## src/rtl/mod_pkg.sv

```systemverilog
// Shared constants for the multi-channel modulator front end.
// Holds the LFSR tap positions, bipolar sample codes and the per-channel seed rule.
package mod_pkg;

  localparam logic [1:0] SMP_POS  = 2'b01;
  localparam logic [1:0] SMP_NEG  = 2'b11;
  localparam logic [1:0] SMP_ZERO = 2'b00;

  localparam int TAP_HI_7  = 6;
  localparam int TAP_LO_7  = 5;
  localparam int TAP_HI_9  = 8;
  localparam int TAP_LO_9  = 4;
  localparam int TAP_HI_15 = 14;
  localparam int TAP_LO_15 = 13;

  typedef enum logic {
    MODE_PRBS = 1'b0,
    MODE_ALT  = 1'b1
  } tx_mode_e;

  function automatic int prbs_tap_hi(input int order);
    case (order)
      7:       return TAP_HI_7;
      15:      return TAP_HI_15;
      default: return TAP_HI_9;
    endcase
  endfunction

  function automatic int prbs_tap_lo(input int order);
    case (order)
      7:       return TAP_LO_7;
      15:      return TAP_LO_15;
      default: return TAP_LO_9;
    endcase
  endfunction

  // All-ones seed XOR channel index; with at most 8 channels it is never zero.
  function automatic logic [15:0] prbs_seed(input int order, input int k);
    return ((16'd1 << order) - 16'd1) ^ 16'(k);
  endfunction

endpackage

```

## src/rtl/mod_tx_core_prbs_lfsr.sv

```systemverilog
// Fibonacci PRBS source for one channel.
// Advances only on i_adv and flags when its next state returns to the seed.
module prbs_lfsr
  import mod_pkg::*;
#(
  parameter int               ORDER = 9,
  parameter logic [ORDER-1:0] SEED  = '1
) (
  input  logic clock,
  input  logic i_reset,
  input  logic i_clear,
  input  logic i_adv,
  output logic o_bit,
  output logic o_next_is_seed
);

  localparam int TAP_HI = prbs_tap_hi(ORDER);
  localparam int TAP_LO = prbs_tap_lo(ORDER);

  logic [ORDER-1:0] lfsr;
  logic [ORDER-1:0] lfsr_next;

  always_comb begin
    lfsr_next = {lfsr[ORDER-2:0], lfsr[TAP_HI] ^ lfsr[TAP_LO]};
  end

  always_ff @(posedge clock or negedge i_reset) begin
    if (!i_reset) begin
      lfsr <= SEED;
    end else if (i_clear) begin
      lfsr <= SEED;
    end else if (i_adv) begin
      lfsr <= lfsr_next;
    end
  end

  assign o_bit          = lfsr[ORDER-1];
  assign o_next_is_seed = (lfsr_next == SEED);

endmodule

```

## src/rtl/mod_tx_core.sv

```systemverilog
// Multi-channel modulator front end: symbol strobe generator plus N PRBS sources,
// producing zero-stuffed oversampled bipolar samples for the pulse-shaping FIR.
module mod_tx_core
  import mod_pkg::*;
#(
  parameter int NB_COUNT   = 3,
  parameter int N_CH       = 2,
  parameter int PRBS_ORDER = 9
) (
  input  logic                clock,
  input  logic                i_reset,
  input  logic                i_enable,
  input  logic                i_clear,
  input  logic [NB_COUNT-1:0] i_os_period,
  input  logic [N_CH-1:0]     i_ch_en,
  input  logic                i_mode,
  output logic                o_valid,
  output logic [2*N_CH-1:0]   o_sample,
  output logic                o_wrap
);

  if (!(PRBS_ORDER == 7 || PRBS_ORDER == 9 || PRBS_ORDER == 15)) begin : g_bad_order
    $error("mod_tx_core: PRBS_ORDER must be 7, 9 or 15");
  end
  if (N_CH < 1 || N_CH > 8) begin : g_bad_nch
    $error("mod_tx_core: N_CH must be in 1..8");
  end

  logic [NB_COUNT-1:0] count;
  logic [NB_COUNT-1:0] period_sh;
  logic                tick;
  logic                alt_mode;
  logic [N_CH-1:0]     toggle;
  logic [N_CH-1:0]     lfsr_bit;
  logic [N_CH-1:0]     next_seed;
  logic [N_CH-1:0]     adv;
  logic [N_CH-1:0]     data_bit;
  logic [2*N_CH-1:0]   sample_next;
  logic                wrap_next;

  assign alt_mode = (i_mode == MODE_ALT);
  assign tick     = i_enable && (count == period_sh) && !i_clear;

  // The shadow period is only reloaded at a wrap or while idle, so a mid-run
  // change never shortens the symbol already in flight.
  always_ff @(posedge clock or negedge i_reset) begin
    if (!i_reset) begin
      count     <= '0;
      period_sh <= '1;
    end else if (i_clear) begin
      count     <= '0;
      period_sh <= i_os_period;
    end else if (i_enable) begin
      if (count == period_sh) begin
        count     <= '0;
        period_sh <= i_os_period;
      end else begin
        count <= count + NB_COUNT'(1);
      end
    end else begin
      period_sh <= i_os_period;
    end
  end

  always_ff @(posedge clock or negedge i_reset) begin
    if (!i_reset) begin
      toggle <= '0;
    end else if (i_clear) begin
      toggle <= '0;
    end else if (tick && alt_mode) begin
      toggle <= toggle ^ i_ch_en;
    end
  end

  for (genvar k = 0; k < N_CH; k++) begin : g_ch
    assign adv[k] = tick && i_ch_en[k] && !alt_mode;

    prbs_lfsr #(
      .ORDER (PRBS_ORDER),
      .SEED  (PRBS_ORDER'(prbs_seed(PRBS_ORDER, k)))
    ) u_lfsr (
      .clock          (clock),
      .i_reset        (i_reset),
      .i_clear        (i_clear),
      .i_adv          (adv[k]),
      .o_bit          (lfsr_bit[k]),
      .o_next_is_seed (next_seed[k])
    );
  end

  assign data_bit = alt_mode ? toggle : lfsr_bit;

  always_comb begin
    sample_next = {N_CH{SMP_ZERO}};
    for (int k = 0; k < N_CH; k++) begin
      if (tick && i_ch_en[k]) begin
        sample_next[2*k +: 2] = data_bit[k] ? SMP_NEG : SMP_POS;
      end
    end
    wrap_next = tick && i_ch_en[0] && !alt_mode && next_seed[0];
  end

  always_ff @(posedge clock or negedge i_reset) begin
    if (!i_reset) begin
      o_valid  <= 1'b0;
      o_sample <= '0;
      o_wrap   <= 1'b0;
    end else if (i_clear) begin
      o_valid  <= 1'b0;
      o_sample <= '0;
      o_wrap   <= 1'b0;
    end else begin
      o_valid  <= tick;
      o_sample <= sample_next;
      o_wrap   <= wrap_next;
    end
  end

endmodule

```

## config.mk

```make
export PLATFORM = sky130hd
export DESIGN_NAME = mod_tx_core
export DESIGN_NICKNAME = d
export VERILOG_FILES = /design/src/rtl/mod_pkg.sv /design/src/rtl/mod_tx_core_prbs_lfsr.sv /design/src/rtl/mod_tx_core.sv
export SDC_FILE = /design/constraint.sdc
export NUM_CORES = 1
export LEC_CHECK = 0
export ABC_AREA = 1
export BUFFER_PORTS_ARGS = -buffer_cell sky130_fd_sc_hd__buf_2
export CORE_ASPECT_RATIO = 1.1
export CORE_MARGIN = 1.5
export CORE_UTILIZATION = 40
export CTS_CLUSTER_SIZE = 28
export DETAILED_ROUTE_END_ITERATION = 10
export SETUP_SLACK_MARGIN = 0.05
export SYNTH_ARGS = -nofsm -noshare
export SYNTH_HDL_FRONTEND = slang
export SYNTH_SLANG_ARGS = --single-unit
```

## constraint.sdc

```tcl
create_clock -name clock -period 1.29 [get_ports clock]
set_input_delay 0.0645 -clock clock [delete_from_list [all_inputs] [get_ports clock]]
set_output_delay 0.0645 -clock clock [all_outputs]
set_load 0.1 [all_outputs]
```

---- Yosys cells after proc, flatten, opt, wreduce, memory -nomap -nowiden ----
Cells that the tools add are included.
W data, S select, Z words.
cells by class
  add/sub/neg operators ................... 1
  eq/ne operators ......................... 3
  mux-type cells .......................... 20
  bitwise gates (word level) .............. 3
  reduce and logical (&&, ||, !) cells .... 14
operators by type and width
  operator               count
  $mux W9                4
  $mux W3                6
  $mux W2                7
  $eq A9 B9 Y1 const B   1
  $logic_and A1 B1 Y1    8
  $reduce_bool A2 Y1     4
  $mux W4                1
  $add A3 B1 Y3 const B  1
  $eq A3 B3 Y1           1
  $ne A3 B1 Y1 const B   1
  $logic_not A1 Y1       2
  $mux W1                2
  $xor A1 B1 Y1          2
  $xor A2 B2 Y2          1
storage, ports and cells
  register bits after elaboration ......... 32
  input port bits ......................... 10
  output and inout bits ................... 6
  word-level logic and storage cells ...... 49

---- Depth between registers and ports, before layout ----
Gate-level depths: netlist (run 1).
  word-level depth ........................ 7
  depth in mapped cells ................... 9
  mapped depth without buffers ............ 9

---- Cells and area by module ----
Synthesis (run 1) repeated with hierarchy kept, for this count alone.
unflattened totals
  cells, all modules ...................... 178
  area, all modules ....................... 1571.5 um^2
by module, submodules not included
  module                      instances  cells each  area each (um^2)  seq. area each (um^2)
  mod_tx_core                 1          76          675.6             354.1
  prbs_lfsr (g_ch[0].u_lfsr)  1          51          454.2             236.5
  prbs_lfsr (g_ch[1].u_lfsr)  1          51          441.7             235.2

---- Least setup slack after synthesis (run 1) ----
No wires, ideal clock.
  path type ............................... flip-flop to flip-flop
  from .................................... register period_sh[1]
  to ...................................... register g_ch[0].u_lfsr.lfsr[6]
  setup time .............................. 0.088 ns
  data arrival time ....................... 1.295 ns
  required time ........................... 1.202 ns
  path slack .............................. -0.093 ns
  cell stages (with the launch flop) ...... 8
  path buffers ............................ 1
  clock period less this slack ............ 1.383 ns
  cells stage by stage .................... dfstp_2 xnor2_2 nand3_4 nor2_8 nand3_4 buf_6 nand2_2 nand3_2
between the ends
  word-level cells in the longest chain between the ends .. 6
ends and longest elaborated chain
  element                            line                         RTL
  from (decl)                        mod_tx_core.sv:30            logic [NB_COUNT-1:0] period_sh;
  from (signal assigned)             mod_tx_core.sv:52            period_sh <= i_os_period;
  from (signal assigned)             mod_tx_core.sv:56            period_sh <= i_os_period;
  from (signal assigned)             mod_tx_core.sv:61            period_sh <= i_os_period;
  $eq A3 B3 Y1                       mod_tx_core.sv:42            assign tick = i_enable && (count == period_sh) && !i_clear;
  $logic_and A1 B1 Y1 (2 in series)  mod_tx_core.sv:42
  $logic_and A1 B1 Y1 (2 in series)  mod_tx_core.sv:76            assign adv[k] = tick && i_ch_en[k] && !alt_mode;
  $reduce_bool A2 Y1 (no line)       -
  to (signal assigned)               mod_tx_core_prbs_lfsr.sv:33  lfsr <= lfsr_next;
  to (decl)                          mod_tx_core_prbs_lfsr.sv:20  logic [ORDER-1:0] lfsr;
No other way between the ends.
A chain may end at the register's enable or synchronous reset.

---- Worst setup path after layout (run 1) ----
  from .................................... register period_sh[1]
  to ...................................... register g_ch[0].u_lfsr.lfsr[2]
Same word-level chain as after synthesis.

==> metrics list, run 1 <==
* Final total power: 0.00233 W
- A synthesized cell averages 9.21 sq um.
- Entering global routing, the biggest net connects 20 pins.
* Chain of cells forming the critical path: xnor2_2 -> nand3_4 -> nor2_8 -> nand3_4 -> buf_6 -> o21ai_4
- Final count of pins violating max slew: 0
- Of the synthesized area, sequential elements account for 51.0%.
- Top Ports: 16
- STA classifies the critical path endpoint as a flip-flop.
- Max-cap violation count: 0
- Of all flip-flops after synthesis, the portion carrying an async set or reset was 100%.
* RSZ-0062 raised after global routing: yes
* Later-pin clock latency in the skew report: 280 ps
* Cell count after synthesis: 176
- Number of global-route vias before repair: 1223
- Initial antenna violation count: 0
* Hold Vio Cnt, Final: 0
* Fill cells: 370
- Summing all multi-input logic gate instances after layout gives 787 sq um.
- At the pin with the least slew margin, the transition time is 489 ps.
- Headroom to the max-slew limit: 67.7%
- By area the synthesized netlist is led by sky130_fd_sc_hd__dfstp_2, sky130_fd_sc_hd__dfrtp_1, sky130_fd_sc_hd__nand2_1.
- sky130_fd_sc_hd__nand2_1 is the most common cell in the netlist.
* Post-placement worst setup slack: -165 ps
* WP buf/inv: 1
* Detail-routed via count per cell: 4.70
- Run status: finished, violations left
- No sink is reached through more buffers than the 2 on the longest clock path.
- Total die area: 0.00444 sq mm
* Tmin final: 1470 ps
- Cell with the biggest individual delay on the critical path: sky130_fd_sc_hd__dfstp_2
- Yosys mapped a number of flops with a built-in enable equal to 0.
- Gate family responsible for the most delay along the worst path: flip-flops
- Port buffer count: 15
- Critical path's most frequent cell: sky130_fd_sc_hd__nand3_4
* Number of synthesis warnings: 0
- P per Cell Area: 1130 mW/mm^2
- The routed layout has 1246 vias.
- The number of nets handed over by synthesis was 187.
- Hold WS: 11.7 ps
- Clock-pin slew of the registers on the worst-case setup and hold paths: 60 ps
* CTS H-tree lvls: 2
- Dividing the detail-routed wire length by the instance count gives 12.4 um.
* DRC: 0
- Counting every sink on the clock net gives 32.
- In this run the vertical extent of the chip is 69.8 um.
- Ranked by instance count, the synthesized netlist is headed by sky130_fd_sc_hd__nand2_1, sky130_fd_sc_hd__dfstp_2, sky130_fd_sc_hd__nand3_1.
* Post-synthesis cell type with the largest combined area: sky130_fd_sc_hd__dfstp_2
- TritonCTS clock tree: built
- Detailed placement finished with a half-perimeter wire length of 2300 um.
* Fraction of final layout cells sized beyond drive strength 1: 48.8%
- Clock skew: 6.31 ps
* Detailed Route Iter0 Violations: 47
- Standard-cell rows: 24
* Number of unique standard cell types used by synthesis: 28
- The worst setup path is launched from a flip-flop.
* Initial Util: 41.2%
* Worst path arrival time: 1680 ps
* Most frequently used flop master after synthesis: sky130_fd_sc_hd__dfstp_2
* Number of synthesized register bits: 32
- Compared with the post-synthesis result, the final layout area differs by 27.3%.
- The critical path is of the flip-flop to flip-flop type.
* End-of-flow core utilization: 52.4%
- Wire length of the first global-routing pass: 5660 um
- Reported leakage power: 1.03 nW
- Core box area: 0.00393 sq mm
- Wirelength, routed: 3290 um
* Biggest cell delay along the critical path: 550 ps
- The checks that failed: negative setup slack.
* Overflow left after global routing: 0
* Root Buffer: sky130_fd_sc_hd__clkbuf_8
* Max rail drop VDD: 453 uV
- Routability-driven placement finished with a final weighted congestion of 0.770.
- Number of routed nets with antenna violations: 0
- Post-layout worst setup margin: -177 ps
- Final setup vio count: 25
* TritonCTS buffer count: 5
- First-pass detailed-route iteration total: 4
* Total area of sequential cells: 826 sq um
* Data required, critical path: 1510 ps
* Highest clock frequency the design can meet: 682 MHz
- From left edge to right edge, the die measures 63.7 um.
- The worst path uses 114% of the clock period.
- The path class of the tightest hold or removal check is input port to flip-flop.
- The repair_antennas step left the layout with diodes totalling 0.
* Area share of the leading cell type in the synthesized netlist: 32.4%
- After the last flow step, the layout net total stands at 223.
- In this run the cell area of the synthesized design comes to 0.00162 sq mm.
- Total global routing track utilization: 16.6%
- Of all nets on the critical path, the largest fanout is 8.
==> layout by cell type, fill, tap and decap left out, types with 2 or more instances in the layout <==
cell and n:
sky130_fd_sc_hd__buf_12 2, sky130_fd_sc_hd__buf_2 15, sky130_fd_sc_hd__buf_4 12, sky130_fd_sc_hd__clkbuf_1 2, sky130_fd_sc_hd__clkbuf_8 6, sky130_fd_sc_hd__dfrtp_1 12
sky130_fd_sc_hd__dfstp_2 20, sky130_fd_sc_hd__dlygate4sd3_1 3, sky130_fd_sc_hd__inv_1 12, sky130_fd_sc_hd__nand2_1 48, sky130_fd_sc_hd__nand2_2 13, sky130_fd_sc_hd__nand3_1 15
sky130_fd_sc_hd__nand3_2 6, sky130_fd_sc_hd__nand3_4 3, sky130_fd_sc_hd__nand4_1 4, sky130_fd_sc_hd__nor2_1 4, sky130_fd_sc_hd__o21ai_2 5, sky130_fd_sc_hd__or2_2 13
sky130_fd_sc_hd__xnor2_1 2, sky130_fd_sc_hd__xor2_1 3
==> power by group <==
group / internal, W / switching (W) / total, W
Sequential: 0.00111 / 0.0000497 / 0.00116
Clock: 0.000435 / 0.000351 / 0.000786
Combinational: 0.000157 / 0.000225 / 0.000382
Total: 0.00170 / 0.000626 / 0.00233
==> registers in the layout (all words and copies together), names as in the netlist <==
| register | flops |
|---|---|
| o_sample | 4 |
| o_wrap | 1 |
| period_sh | 3 |
| count | 3 |
| toggle | 2 |
| o_valid | 1 |
| g_ch.u_lfsr.lfsr | 18 |
==> through the flow <==
| step | cell area, sq um | std cells | TNS [ps] |
|---|---|---|---|
| 6_report | 2060 | 265 | -3060 |
| 5_1_grt | 2060 | 265 | -5310 |
| 4_1_cts | 2000 | 264 | -3020 |
| 3_5_place_dp | 1850 | 251 | -2890 |
| 3_3_place_gp | 1850 | 251 | -2150 |
| 2_1_floorplan | 1620 | 176 | -1300 |
==> worst register-to-register path, delay by kind of cell (launching register included) <==
kind                   cells  cell delay [ps]
buffers and inverters      1              170
AND/OR/NAND/NOR            3              430
XOR/XNOR                   1              130
AO/OA/AOI/OAI              1              120
flip-flops                 1              550
==> timing repair <==
action,in CTS,in global routing
gates resized for setup,9,15
pin swaps,2,4
gates cloned,0,1
buffers inserted,2,0
endpoints found under the setup margin,28,31
hold buffers,3,0
endpoints found under the hold margin,17,0
==> worst paths after layout <==
path / slack [ps] / depth (start not counted) / end / from
setup / recovery: -180 / 6 / g_ch[0].u_lfsr.lfsr[2] / period_sh[1]
hold / removal: 10 / 3 / period_sh[2] / i_os_period[2]
setup reg to reg: -180 / 6 / g_ch[0].u_lfsr.lfsr[2] / period_sh[1]
hold reg to reg: 480 / 2 / g_ch[0].u_lfsr.lfsr[6] / g_ch[0].u_lfsr.lfsr[6]
max in group asynchronous: 590 / 3 / g_ch[1].u_lfsr.lfsr[4] / i_reset
min in group asynchronous: 210 / 2 / o_sample[0] / i_reset
==> cell type report <==
class	count	share of cell area, %
tap	52	3.15
multi-input combinational	127	38.1
inverter	13	2.37
sequential	32	40.0
timing repair buffer	33	11.9
clock buffer	8	4.37
==> kinds of logic (layout without fill, tap and decap cells) <==
group | Yosys count | count (layout) | synth area share [%]
simple gates | 111 | 112 | 36.4
flops | 32 | 32 | 51.0
buf+inv | 18 | 54 | 5.17
compound gates | 8 | 8 | 2.93
xor+xnor | 6 | 6 | 3.71
fa+ha+maj | 1 | 1 | 0.772
==> routing by layer <==
| layer | GRT usage (%) | vias up | routed length, um |
|---|---|---|---|
| li1 | - | 633 | - |
| met1 | 20.4 | 587 | 1430 |
| met2 | 26.9 | 20 | 1680 |
| met3 | 4.87 | 6 | 108 |
| met4 | 7.25 | 0 | 65 |
| met5 | 0 | - | 0 |
Note: power is estimated with default switching activity, not from simulation.
==> inputs of run 2 (changes only) <==
- CORE_ASPECT_RATIO: 1.1 -> 1.2
- PLACE_DENSITY_LB_ADDON: unset -> 0.1
==> run 2 against run 1 <==
The run still ends with negative setup slack left. Maximum frequency grew 1.6%. Routed wire length is 5.8% lower. Critical endpoint is now g_ch[0].u_lfsr.lfsr[7]. Clock power up 19%. Clock skew grew 0.50 ps. Power rose by 5.3%. Die area about the same. Worst setup slack improved by 23 ps. Hold slack better by 64 ps.
==> metrics list, run 2 (same netlist as run 1, synthesis figures left out) <==
- Largest regs: g_ch.u_lfsr.lfsr: 18 flops, o_sample: 4 flops
- The via count of the first global-routing pass was 1166.
* Post-CTS Setup Bufs: 0
- Once detailed placement completed, the half-perimeter wirelength came to 2170 um.
* Number of routed nets with antenna violations: 0
* Kind of launch point of the worst setup path: flip-flop
- The checks that failed: negative setup slack.
- Core box area: 0.00391 sq mm
* Final count of pins violating max slew: 0
* Critical-path maximum fanout: 6
- The number of antenna violations at the first check in global routing was 0.
* Run status: finished, violations left
- The slowest stage of the critical path is the sky130_fd_sc_hd__dfstp_2 cell.
* Port buffer count: 15
- Final cell count without fillers: 266
* Wirelength, routed: 3100 um
* Number of flip-flops under the largest register name: 18
* Wire length of the first global-routing pass: 5290 um
- Number of buffers between clock root and the deepest sink: 2
- The final critical path takes up 112% of the cycle.
- Tmin final: 1440 ps
* Critical path's most frequent cell: sky130_fd_sc_hd__nand3_4
* Largest net degree at the start of global routing: 23
- Setup repair after global routing could not meet its margin everywhere.
- TritonCTS built the clock tree.
- After layout, the worst setup slack is -154 ps.
* Final Wtd Congestion: 0.794
- After routing the design area is 0.00202 sq mm.
- Timing would allow up to 692 MHz.
* Final setup vio count: 23
* Headroom to the max-slew limit: 67.9%
- Of the cells placed in the final design, the portion with a size suffix greater than 1 is 44.8%.
- Detailed Route Iter0 Violations: 46
* Total die area: 0.00444 sq mm
- For the pin with the worst max-slew slack, the measured transition is 485 ps.
- The area growth from synthesis to layout is 24.9%.
- Across all layers, the routed design uses 1244 vias.
- For this design the ratio of total power to cell area is 1210 mW/mm^2.
- Leaving out fill and tap cells, the most frequent cells in the layout are sky130_fd_sc_hd__nand2_1, sky130_fd_sc_hd__dfstp_2, sky130_fd_sc_hd__nand3_1, sky130_fd_sc_hd__buf_2, sky130_fd_sc_hd__or2_2.
- Data arrives at the worst endpoint at 1650 ps.
- Register with the most flip-flops: g_ch.u_lfsr.lfsr
- Across the run, the number of max-cap violations was 0.
* Detailed-route wire length per cell: 11.6 um
* Later-pin clock latency in the skew report: 280 ps
- Clock skew: 6.81 ps
- The critical path goes through xnor2_2 -> nand3_4 -> nor2_8 -> nand3_4 -> buf_6 -> nand3_2 -> nand2_1.
* Worst Setup Path Type: flip-flop to flip-flop
- First-pass detailed-route iteration total: 4
- Setup total negative slack on the finished layout was measured at -2580 ps.
- The worst-case IR drop observed on VDD is 671 uV.
- The tree built by TritonCTS fans out to 32 sinks.
- DRC: 0
* Overflow left after global routing: 0
- Root Buffer: sky130_fd_sc_hd__clkbuf_8
- The number of placed instances, taps included, is 253.
- In the global route stage, overall resource usage came out at 16.2%.
- Most common cell after layout, fill and taps aside: sky130_fd_sc_hd__nand2_1
- The tightest min-delay check is of the input port to flip-flop type.
* Biggest cell delay along the critical path: 550 ps
* Antenna diode count: 0
* Final #Nets: 222
- In the routed layout, each cell is associated on average with a via count of 4.68.
- The clock tree synthesis step divided the H-tree into 2 levels.
- Initial Util: 41.4%
- Hold Vio Cnt, Final: 0
* Reported leakage power: 1.02 nW
* Standard-cell rows: 25
* Width of the die: 61.1 um
- Buffers inserted during clock tree synthesis total 5.
- Die height: 72.7 um
- Data required, critical path: 1500 ps
* Endpoint type of the worst setup path: flip-flop
- The placed instances occupy a cell area of 0.00184 sq mm.
- Top Ports: 16
- Clock-pin slew of the registers on the worst-case setup and hold paths: 70 ps
-- run 2: changes by cell type in the layout (fill, tap and decap cells not counted), moves of 3 or more --
cell                      previous run  this run
sky130_fd_sc_hd__nand2_2            13         9
sky130_fd_sc_hd__nand2_1            48        52
sky130_fd_sc_hd__o21ai_1             0         4
sky130_fd_sc_hd__o21ai_2             5         2
-- run 2: metrics by stage --
| step | worst slack, ps | hold slack [ps] | util [%] | power, W |
|---|---|---|---|---|
| after global placement | -110 | 4.92 | 47.0 | 0.00150 |
| after global routing | -245 | 81.3 | 51.8 | 0.00257 |
| after CTS | -142 | 68.1 | 51.3 | 0.00248 |
| after detailed placement | -131 | 13.1 | 47.0 | 0.00151 |
| after floorplan | -92.6 | -231 | - | 0.00139 |
| final | -154 | 75.4 | 51.8 | 0.00245 |
-- run 2: path summary, 6_finish.rpt --
check,from,to,slack (ps),cells after the start
max in group asynchronous,i_reset,g_ch[0].u_lfsr.lfsr[2],550,3
worst max-delay path,period_sh[1],g_ch[0].u_lfsr.lfsr[7],-150,7
worst max register to register,period_sh[1],g_ch[0].u_lfsr.lfsr[7],-150,7
worst min register to register,g_ch[0].u_lfsr.lfsr[6],g_ch[0].u_lfsr.lfsr[6],480,2
min in group asynchronous,i_reset,o_sample[2],230,2
worst min-delay path,i_enable,count[1],80,4
-- run 2: per-layer routing --
layer	part of all wire, %	vias up	global-route usage (%)	wire (um)
met4	2.1	0	8.70	65
met2	49	24	25.3	1530
met5	0	-	0	0
met3	3.9	7	3.55	120
li1	-	629	-	-
met1	45	584	20.5	1380
-- run 2: area by class of cell --
type | instances | area, sq um
multi-input combinational | 127 | 746
inverter | 13 | 48.8
tap | 54 | 67.6
sequential | 32 | 826
clock buffer | 6 | 72.6
clock inverter | 2 | 35.0
fill | 383 | 1890
timing repair buffer | 32 | 229
-- run 2: repair_timing --
item / 4_1_cts / 5_1_grt
hold buffers: 4 / 0
setup endpoints to repair: 29 / 31
cloned: 0 / 1
hold endpoints to repair: 12 / 0
pin swaps: 3 / 1
resized for setup: 10 / 4
-- run 2: power breakdown --
part           internal [W]  leakage [nW]  total [W]  switching [W]
Sequential          0.00111         0.376    0.00115      0.0000466
Combinational      0.000147         0.588   0.000356       0.000208
Clock              0.000573        0.0552   0.000939       0.000366
-- run 2: critical path, delay by kind of cell (launching register included) --
| family | cells | cell delay, ps |
|---|---|---|
| DFF | 1 | 550 |
| and+or+nand+nor | 5 | 520 |
| xor gates and xnor gates | 1 | 130 |
| buffers and inverters | 1 | 170 |
==> inputs of run 3 (changes only) <==
- clock period: 1.29 -> 1.25 ns (I/O delays scaled with it)
==> run 3 against run 2 <==
Register-to-register slack worse by 40 ps. Via count down 0.16%. Combinational power up 4%. Critical path type unchanged. Sequential cell count unchanged. The run still ends with negative setup slack left. Cell area up 2.2%. Routed wire length down 0.52%. Worst setup slack worse by 37 ps. Power up 7.7%. Maximum frequency up 0.20%. Sequential share of layout area down 0.89 points. Cell count unchanged.
==> metrics list, run 3 (same netlist as run 1, synthesis figures left out) <==
- STA classifies the critical path startpoint as a flip-flop.
* Largest regs: g_ch.u_lfsr.lfsr: 18 flops, o_sample: 4 flops
* Top library cells by usage in the layout, fill and taps aside: sky130_fd_sc_hd__nand2_1, sky130_fd_sc_hd__dfstp_2, sky130_fd_sc_hd__nand3_1, sky130_fd_sc_hd__buf_2, sky130_fd_sc_hd__or2_2
- Total global routing track utilization: 16.1%
- The net count of the finished layout is 222.
- The initial utilization of the core area, before any placement, comes to 41.4%.
- Summing internal, switching and leakage power gives 0.00264 W.
* Path category of the worst min-delay check: input port to flip-flop
- Entering global routing, the biggest net connects 23 pins.
- The worst hold path was traced through 3 stages.
* Total area of sequential cells: 826 sq um
* Die height: 72.7 um
- DRC: 0
- Standard-cell rows: 25
* Highest clock frequency the design can meet: 694 MHz
* Post-placement worst setup slack: -171 ps
- Placed cell areas: 0.00185 sq mm
- Fraction of final layout cells sized beyond drive strength 1: 45.3%
- Measured along the x axis, the die boundary spans 61.1 um.
* Number of routed nets with antenna violations: 0
- After layout, the worst setup slack is -191 ps.
- Summing all non-filler instances in the final layout gives an area of 0.00207 sq mm.
* Initial antenna violation count: 0
- For the worst setup path, the data arrival time is 1650 ps.
* Data required, critical path: 1460 ps
- Port buffer count: 15
- Power spread over the standard cell area amounts to 1270 mW/mm^2.
- Multi-input combinational cell area: 757 sq um
- After layout, the minimum clock period comes to 1440 ps.
- Final setup vio count: 26
- The worst setup path is of the flip-flop to flip-flop kind.
- The first routing iteration left 63 violations.
- For the worst flop-to-flop path, the logic depth is 7.
* Max rail drop VDD: 645 uV
- Detailed-route wire length per cell: 11.6 um
- Clock skew: 4.34 ps
- More flip-flops sit in one register than any other, and that register is g_ch.u_lfsr.lfsr.
- Wire length of the first global-routing pass: 5290 um
- The first detailed-routing pass took 4 iterations.
* Vias after detailed routing: 1242
* Post-CTS Setup Bufs: 0
- CTS H-tree lvls: 2
- The register with the most flip-flops in the layout has 18 of them.
- In the detailed route, the total length drawn on met3 is 125 um.
- In this run the top signal layer used is met4.
- After detailed routing, the total wire length is 3080 um.
- The run finished, with violations left.
- Antenna diode count: 0
- Hold Vio Cnt, Final: 0
- Total die area: 0.00444 sq mm
* Final count of pins violating max slew: 0
- The congestion estimate from routability-driven global placement came to 0.780.
- Headroom to the max-slew limit came out at 67.9%.
- Of the available clock period, the critical path in the final layout requires 115%.
- Growth of design area from synthesis to finish: 27.7%
* Root Buffer: sky130_fd_sc_hd__clkbuf_8
- TritonCTS clock tree: built
- Total number of clock tree sinks: 32
- The library cell used most frequently in the layout, excluding fill and tap cells, is sky130_fd_sc_hd__nand2_1.
- RSZ-0062 raised after global routing: yes
- Detailed routing placed a total of 1560 um of wire on met2.
- Chain of cells forming the critical path: xnor2_2 -> nand3_4 -> nor2_8 -> nand3_4 -> buf_8 -> o21ai_2 -> nand2_1
- The tool flagged a number of max-cap violations equal to 0.
- Global routing finished with a remaining overflow of 0.
- Fill cells: 386
- The clock passes through at most 2 buffers.
- Hold WS: 71.9 ps
- Detail-routed via count per cell: 4.67
* Top Ports: 16
- The worst setup path is captured at a flip-flop.
- Core box area: 0.00391 sq mm
- TritonCTS buffer count: 5
- Clock-pin slew of the registers on the worst-case setup and hold paths: 70 ps
- Reported leakage power: 1.04 nW
- DP Wirelength: 2150 um
* Failing checks: negative setup slack
* Tightest Pin Transition: 485 ps
- The most numerous cell type found on the critical path is sky130_fd_sc_hd__nand3_4.
* Critical-path maximum fanout: 6
- Wire length on met1: 1360 um
- Number of global-route vias before repair: 1224
* Later-pin clock latency in the skew report: 280 ps
* Cell with the biggest individual delay on the critical path: sky130_fd_sc_hd__dfstp_2
* End-of-flow core utilization: 52.9%
- Biggest cell delay along the critical path: 560 ps
==> run 3: final timing paths <==
path | to | slack [ps] | from
max | g_ch[0].u_lfsr.lfsr[1] | -190 | period_sh[1]
min in group asynchronous | o_sample[3] | 230 | i_reset
min | o_sample[3] | 70 | i_ch_en[1]
min reg2reg | g_ch[0].u_lfsr.lfsr[7] | 480 | g_ch[0].u_lfsr.lfsr[7]
max in group asynchronous | g_ch[0].u_lfsr.lfsr[4] | 530 | i_reset
max reg2reg | g_ch[0].u_lfsr.lfsr[1] | -190 | period_sh[1]
==> run 3: layer usage <==
layer / global-route usage [%] / up-vias
li1: - / 625
met1: 19.8 / 592
met2: 25.7 / 23
met3: 4.96 / 2
met4: 6.52 / 0
met5: 0 / -
==> run 3: metrics by stage <==
stage | cells | TNS (ps)
after global routing | 266 | -5800
after global placement | 254 | -3120
final | 266 | -3590
after floorplan | 176 | -2080
after detailed placement | 254 | -3650
after CTS | 266 | -3660
==> run 3: layout make-up <==
cell class | count | share of cell area [%]
tap | 54 | 3.26
sequential | 32 | 39.9
multi-input combinational | 126 | 36.6
timing repair buffer | 33 | 11.8
clock inverter | 1 | 1.45
inverter | 13 | 2.36
clock buffer | 7 | 4.66
==> run 3: worst max-delay path, delay by kind of cell (launching register included) <==
kind                      cells  cell delay, ps
and+or+nand+nor               4             450
DFF                           1             560
buffers and inverters         1             180
xor gates and xnor gates      1             130
AOI/OAI and AO/OA             1              50
==> run 3: what timing repair did <==
action	in CTS	in global routing
endpoints found under the hold margin	12	0
hold buffers	4	0
pin swaps	3	0
endpoints found under the setup margin	29	32
gates resized for setup	11	9
==> run 3: power by group <==
group	switching, W	internal, W
clock network	0.000372	0.000703
registers	0.0000479	0.00114
logic	0.000217	0.000155
total	0.000637	0.00200
